## src/rtl/skut_pkg.sv

```systemverilog
// Shared types and timing defaults for the SKUT MBR line receiver.
package skut_pkg;

  typedef enum logic [1:0] {
    HUNT,
    SYNC_LO,
    BITS
  } state_e;

  localparam int HALF_DEF = 126;
  localparam int TOL_DEF  = 16;
  localparam int GAP_DEF  = 2016;
  localparam int RUN_W    = 12;
  localparam int NBITS    = 17;

  // Sync high (and low) length in cycles.
  function automatic int sync_len(input int half);
    return 3 * half;
  endfunction

  // Offset from t0 of the parity bit's second-half sample (4599 at default HALF).
  function automatic int last_sample(input int half);
    return 36 * half + half / 2;
  endfunction

endpackage

```

## src/rtl/skut_line_sampler.sv

```systemverilog
// Two-flop synchronizer for the MBR line plus a saturating run-length counter
// of the synchronized level.
module skut_line_sampler
  import skut_pkg::*;
(
  input  logic             clk_i,
  input  logic             rst_i,
  input  logic             din_i,
  input  logic             clr_i,
  output logic             ds_o,
  output logic             lvl_end_o,
  output logic [RUN_W-1:0] len_o
);

  logic             s1_q;
  logic             ds_q;
  logic [RUN_W-1:0] run_q;

  // len_o is the length of the current level including this cycle, so while
  // lvl_end_o is high it is the full length of the level that is ending.
  always_ff @(posedge clk_i) begin
    if (!rst_i) begin
      s1_q  <= 1'b0;
      ds_q  <= 1'b0;
      run_q <= '0;
    end else begin
      s1_q <= din_i;
      ds_q <= s1_q;
      if (ds_q != s1_q) begin
        run_q <= RUN_W'(1);
      end else if (clr_i) begin
        run_q <= '0;
      end else if (run_q != '1) begin
        run_q <= run_q + 1'b1;
      end
    end
  end

  assign ds_o      = ds_q;
  assign lvl_end_o = ds_q ^ s1_q;
  assign len_o     = run_q;

endmodule

```

## src/rtl/skut_mbr_rx.sv

```systemverilog
// SKUT MBR frame-base receiver: hunts the word sync, decodes 16 Manchester-II
// data bits plus odd parity, and tracks frame start and word index.
module skut_mbr_rx
  import skut_pkg::*;
#(
  parameter int HALF = HALF_DEF,
  parameter int TOL  = TOL_DEF,
  parameter int GAP  = GAP_DEF
) (
  input  logic        clk_i,
  input  logic        rst_i,
  input  logic        din_i,
  output logic [15:0] data_o,
  output logic        valid_o,
  output logic [7:0]  word_idx_o,
  output logic        frame_start_o,
  output logic        err_parity_o,
  output logic        err_manch_o,
  output logic        busy_o
);

  localparam logic [RUN_W-1:0] WIN_LO   = RUN_W'(sync_len(HALF) - TOL);
  localparam logic [RUN_W-1:0] WIN_HI   = RUN_W'(sync_len(HALF) + TOL);
  localparam logic [RUN_W-1:0] GAP_MIN  = RUN_W'(GAP);
  localparam logic [RUN_W-1:0] LD_SYNC  = RUN_W'(HALF / 2);
  localparam logic [RUN_W-1:0] LD_FIRST = RUN_W'(sync_len(HALF) - 1);
  localparam logic [RUN_W-1:0] LD_HALF  = RUN_W'(HALF - 1);
  localparam logic [4:0]       LAST_BIT = 5'(NBITS - 1);

  logic             ds;
  logic             lvl_end;
  logic [RUN_W-1:0] run_len;
  logic             in_win;

  state_e           state_q;
  logic [RUN_W-1:0] timer_q;
  logic [RUN_W-1:0] gap_q;
  logic [4:0]       bit_q;
  logic             half_q;
  logic             first_q;
  logic [15:0]      sr_q;
  logic             fs_pend_q;
  logic             clr_q;
  logic [15:0]      data_q;
  logic             valid_q;
  logic [7:0]       idx_q;
  logic             fs_q;
  logic             par_q;
  logic             manch_q;
  logic             busy_q;

  skut_line_sampler u_sampler (
    .clk_i     (clk_i),
    .rst_i     (rst_i),
    .din_i     (din_i),
    .clr_i     (clr_q),
    .ds_o      (ds),
    .lvl_end_o (lvl_end),
    .len_o     (run_len)
  );

  assign in_win = (run_len >= WIN_LO) && (run_len <= WIN_HI);

  // Decisions are taken one cycle ahead of the line change (lvl_end), so the
  // state and busy are already updated in t0 itself.
  always_ff @(posedge clk_i) begin
    if (!rst_i) begin
      state_q   <= HUNT;
      timer_q   <= '0;
      gap_q     <= '0;
      bit_q     <= '0;
      half_q    <= 1'b0;
      first_q   <= 1'b0;
      sr_q      <= '0;
      fs_pend_q <= 1'b0;
      clr_q     <= 1'b0;
      data_q    <= '0;
      valid_q   <= 1'b0;
      idx_q     <= '0;
      fs_q      <= 1'b0;
      par_q     <= 1'b0;
      manch_q   <= 1'b0;
      busy_q    <= 1'b0;
    end else begin
      valid_q <= 1'b0;
      manch_q <= 1'b0;
      clr_q   <= 1'b0;
      case (state_q)
        HUNT: begin
          if (lvl_end && !ds) begin
            gap_q <= run_len;
          end else if (lvl_end && ds && in_win) begin
            state_q   <= SYNC_LO;
            busy_q    <= 1'b1;
            timer_q   <= LD_SYNC;
            fs_pend_q <= (gap_q >= GAP_MIN);
          end
        end
        SYNC_LO: begin
          if (timer_q != '0) begin
            timer_q <= timer_q - 1'b1;
          end else if (ds) begin
            manch_q <= 1'b1;
            busy_q  <= 1'b0;
            state_q <= HUNT;
          end else begin
            state_q <= BITS;
            timer_q <= LD_FIRST;
            bit_q   <= '0;
            half_q  <= 1'b0;
          end
        end
        BITS: begin
          if (timer_q != '0) begin
            timer_q <= timer_q - 1'b1;
          end else if (!half_q) begin
            first_q <= ds;
            half_q  <= 1'b1;
            timer_q <= LD_HALF;
          end else if (ds == first_q) begin
            manch_q <= 1'b1;
            busy_q  <= 1'b0;
            state_q <= HUNT;
          end else if (bit_q == LAST_BIT) begin
            valid_q <= 1'b1;
            data_q  <= sr_q;
            par_q   <= ~(^{sr_q, first_q});
            fs_q    <= fs_pend_q;
            if (fs_pend_q) begin
              idx_q <= '0;
            end else if (idx_q != 8'hFF) begin
              idx_q <= idx_q + 8'd1;
            end
            busy_q  <= 1'b0;
            clr_q   <= 1'b1;
            state_q <= HUNT;
          end else begin
            sr_q    <= {sr_q[14:0], first_q};
            bit_q   <= bit_q + 1'b1;
            half_q  <= 1'b0;
            timer_q <= LD_HALF;
          end
        end
        default: state_q <= HUNT;
      endcase
    end
  end

  assign data_o        = data_q;
  assign valid_o       = valid_q;
  assign word_idx_o    = idx_q;
  assign frame_start_o = fs_q;
  assign err_parity_o  = par_q;
  assign err_manch_o   = manch_q;
  assign busy_o        = busy_q;

endmodule
```

## config.mk

```make
export PLATFORM = sky130hd
export DESIGN_NAME = skut_mbr_rx
export DESIGN_NICKNAME = d
export VERILOG_FILES = /design/src/rtl/skut_pkg.sv /design/src/rtl/skut_line_sampler.sv /design/src/rtl/skut_mbr_rx.sv
export SDC_FILE = /design/constraint.sdc
export NUM_CORES = 1
export LEC_CHECK = 0
export ABC_CLOCK_PERIOD_IN_PS = 2500
export CAP_MARGIN = 0
export CORE_MARGIN = 1
export CORE_UTILIZATION = 35
export CTS_CLUSTER_DIAMETER = 50
export CTS_CLUSTER_SIZE = 12
export DETAILED_ROUTE_END_ITERATION = 8
export PLACE_DENSITY = 0.49
export REMOVE_ABC_BUFFERS = 1
export SLEW_MARGIN = 10
export SYNTH_ARGS = -nofsm -noshare
export SYNTH_HDL_FRONTEND = slang
export SYNTH_SLANG_ARGS = --single-unit
```

## constraint.sdc

```tcl
create_clock -name clk_i -period 2.5 [get_ports clk_i]
set_input_delay 0.5 -clock clk_i [delete_from_list [all_inputs] [get_ports clk_i]]
set_output_delay 0.5 -clock clk_i [all_outputs]
set_load 0.02 [all_outputs]
```

==> impl_metrics.env <==
export IMPL_status="complete, but fails checks"
export IMPL_violations="DRC"
export IMPL_path_depth=7
export IMPL_grt_total_usage_pct=16.54
export IMPL_hold_path_class="reg2reg"
export IMPL_cts_resized_gates=0
export IMPL_synthTopCellsByCount="nand2_1, dfxtp_1, a21oi_1"
export IMPL_maxCapViolCount=0
export IMPL_period_share_pct=90.33
export IMPL_ys_ff_latch=88
export IMPL_syn_avg_cell_area_um2=8.054
export IMPL_hpwlAfterDp_mm=6.786
export IMPL_cp_slowest_cell="or4b_1"
export IMPL_timing_slew_headroom_pct=62.96
export IMPL_drt_wl_total_mm=9.580
export IMPL_synthesis_area_mm2=0.004164
export IMPL_area_growth_syn_to_layout_pct=20.79
export IMPL_die_h_um=111.1
export IMPL_slew_violations=0
export IMPL_cts_sinks=88
export IMPL_post_route_min_period_ns=2.258
export IMPL_viasPerCell=5.134
export IMPL_intPower_w=0.002336
export IMPL_worstSkewPairLatency_ns=0.34
export IMPL_crit_path_max_incr_delay_ns=0.53
export IMPL_reg2regPathDepth=7
export IMPL_grt_start_max_net_pins=41
export IMPL_hold_depth=2
export IMPL_drc=2
export IMPL_start_kind="flip-flop"
export IMPL_p_leak_nw=1.756
export IMPL_r2r_slack_ns=0.24
export IMPL_synth_top_cells_by_area="dfxtp_1, nand2_1, a21oi_1"
export IMPL_cts_setup_buffers=0
export IMPL_dieArea_mm2=0.01234
export IMPL_critPathMaxFanout=20
export IMPL_yosys_warnings=0
export IMPL_p_comb_share_pct=2.5
export IMPL_setup_viol=0
export IMPL_path_class="reg2reg"
export IMPL_peakVddDrop_v=0.0003623
export IMPL_postCtsHoldBufs=0
export IMPL_cts_made_buffers=9
export IMPL_clk_path_buf_depth=2
export IMPL_grt_pass1_wl_mm=16.42
export IMPL_ys_async_sr_fraction_pct=0
export IMPL_final_area_mm2=0.005030
export IMPL_gp_congestion=0.8401
export IMPL_synth_seq_area_share_pct=42.31
export IMPL_regToRegEndpoint="timer_q[11]"
export IMPL_ys_dominant_reg_cell="dfxtp_1"
export IMPL_grt_antenna_before_repair=0
export IMPL_cts_tree="done"
export IMPL_seq_power_share_pct=48.1
export IMPL_clockPowerShare_pct=49.4
export IMPL_crit_buf_inv=1
export IMPL_endpoint="timer_q[11]"
export IMPL_dieWidth_um=111.1
export IMPL_wire_per_inst_um=13.69
export IMPL_skew_ns=0.006016
export IMPL_synth_area_leader_cell="dfxtp_1"
export IMPL_synth_cells=517
export IMPL_crit_family="compound AO/OA/AOI/OAI gates"
export IMPL_diodes=0
export IMPL_dr_first_iter_drc_count=164
export IMPL_timing_fmax_mhz=442.8
export IMPL_power_switching_w=0.0006119
export IMPL_grt_overflow=0
export IMPL_grt_pass1_vias=3387
export IMPL_crit_chain="or4b_1 -> a311oi_1 -> o21bai_1 -> a211oi_2 -> buf_12 -> nand2_1 -> a32o_1"
export IMPL_rows=39
export IMPL_tightestPinTransition_ns=0.5556
export IMPL_crit_arrival_ns=2.49
export IMPL_yosysMostFrequentCell="nand2_1"
export IMPL_p_per_area_mw_per_mm2=586.0
export IMPL_start_util_pct=36.16
export IMPL_ioPinCount=32
export IMPL_vias=3594
export IMPL_io_buffers=31
export IMPL_firstDrtPassIters=6
export IMPL_required_ns=2.73
export IMPL_core_mm2=0.01152
export IMPL_ys_types=58
export IMPL_swShare_pct=20.76
export IMPL_antenna_left=0
export IMPL_synth_edff_count=0
export IMPL_crit_path_end_kind="flip-flop"
export IMPL_hold_viol_final=0
export IMPL_critPathLaunch="u_sampler.len_o[4]"
export IMPL_final_util_pct=43.68
export IMPL_placed_area_mm2=0.004707
export IMPL_regToRegStartpoint="u_sampler.len_o[4]"
export IMPL_root_buffer="clkbuf_16"
export IMPL_rsz0062_at_grt="no"
export IMPL_htree_levels=3
export IMPL_clk_pin_slew_ns=0.06
export IMPL_layout_nets=568
export IMPL_drive_gt1_share_pct=8.259
export IMPL_yosys_area_top_type_share_pct=42.31
worst min-delay path, stage by stage, from the launching register on:
cell and delay [ns]:
dfxtp_1 0.31, nand2_1 0.05, a21oi_1 0.05
power groups by stage:
stage / combinational (W) / clock (W) / sequential (W)
finish: 0.0000741 / 0.00146 / 0.00142
global route: 0.0000838 / 0.00154 / 0.00142
CTS: 0.0000753 / 0.00150 / 0.00142
detailed placement: 0.0000751 / 0 / 0.00145
global placement: 0.0000754 / 0 / 0.00145
floorplan: 0.0000392 / 0 / 0.00145
sequential cells by signal, summed over array words and instances, names as in the netlist, 2 cells and up:
name and flops:
timer_q 12, gap_q 7, word_idx_o 8, data_o 16, state_q 2, bit_q 5
sr_q 16, u_sampler.len_o 12
layout make-up:
cell class / count / area, um2
Clock buffer: 11 / 242.7
Clock inverter: 5 / 80.08
Fill cell: 1154 / 6486
Inverter: 18 / 67.56
Multi-Input combinational cell: 385 / 2221
Sequential cell: 88 / 1762
Tap cell: 143 / 178.9
Timing Repair Buffer: 50 / 478.0
metrics by stage:
stage	TNS, ns	worst slack, ns	hold WS, ns	std cells	power [W]
2_1_floorplan	-0.03431	-0.02632	0.4322	491	0.001489
5_1_grt	0	0.08193	0.4690	700	0.003043
4_1_cts	0	0.2571	0.4530	700	0.002992
3_3_place_gp	0	0.2895	0.4389	684	0.001526
6_report	0	0.2417	0.4485	700	0.002948
3_5_place_dp	0	0.2774	0.4437	684	0.001525
layer usage:
layer	wire length, um	track usage (%)	vias to the layer above	share of wire (%)
li1	-	-	1828	-
met1	5053	22.99	1697	53
met2	4056	24.74	56	42
met3	304	3.007	13	3.2
met4	165	7.748	0	1.7
met5	0	0	-	0
placed cells by master, fill, tap and decap left out, types with 13 or more instances in the layout:
master / count
nand2_1: 113
xnor2_1: 20
a21oi_1: 63
ha_1: 13
dfxtp_1: 88
buf_4: 17
clkdlybuf4s50_1: 31
nor2_1: 44
xor2_1: 15
inv_1: 17
worst min-delay path by stage:
stage / slack [ns] / startpoint / endpoint
floorplan: 0.43 / gap_q[6] / gap_q[6]
global placement: 0.44 / data_o[7] / data_o[7]
detailed placement: 0.44 / data_o[7] / data_o[7]
CTS: 0.45 / data_o[7] / data_o[7]
global route: 0.47 / data_o[7] / data_o[7]
finish: 0.45 / data_o[7] / data_o[7]
kinds of logic (layout without fill, tap and decap cells):
logic type	count (synthesis)	count (layout)	synth area share [%]
and+or+nand+nor	225	225	25.09
AOI/OAI and AO/OA	106	106	15.47
DFF	88	88	42.31
buffers and inverters	44	84	4.357
xor gates and xnor gates	35	35	7.362
adders and majority gates	13	13	3.906
muxes	6	6	1.502
Power figures use the tool's default switching activity.
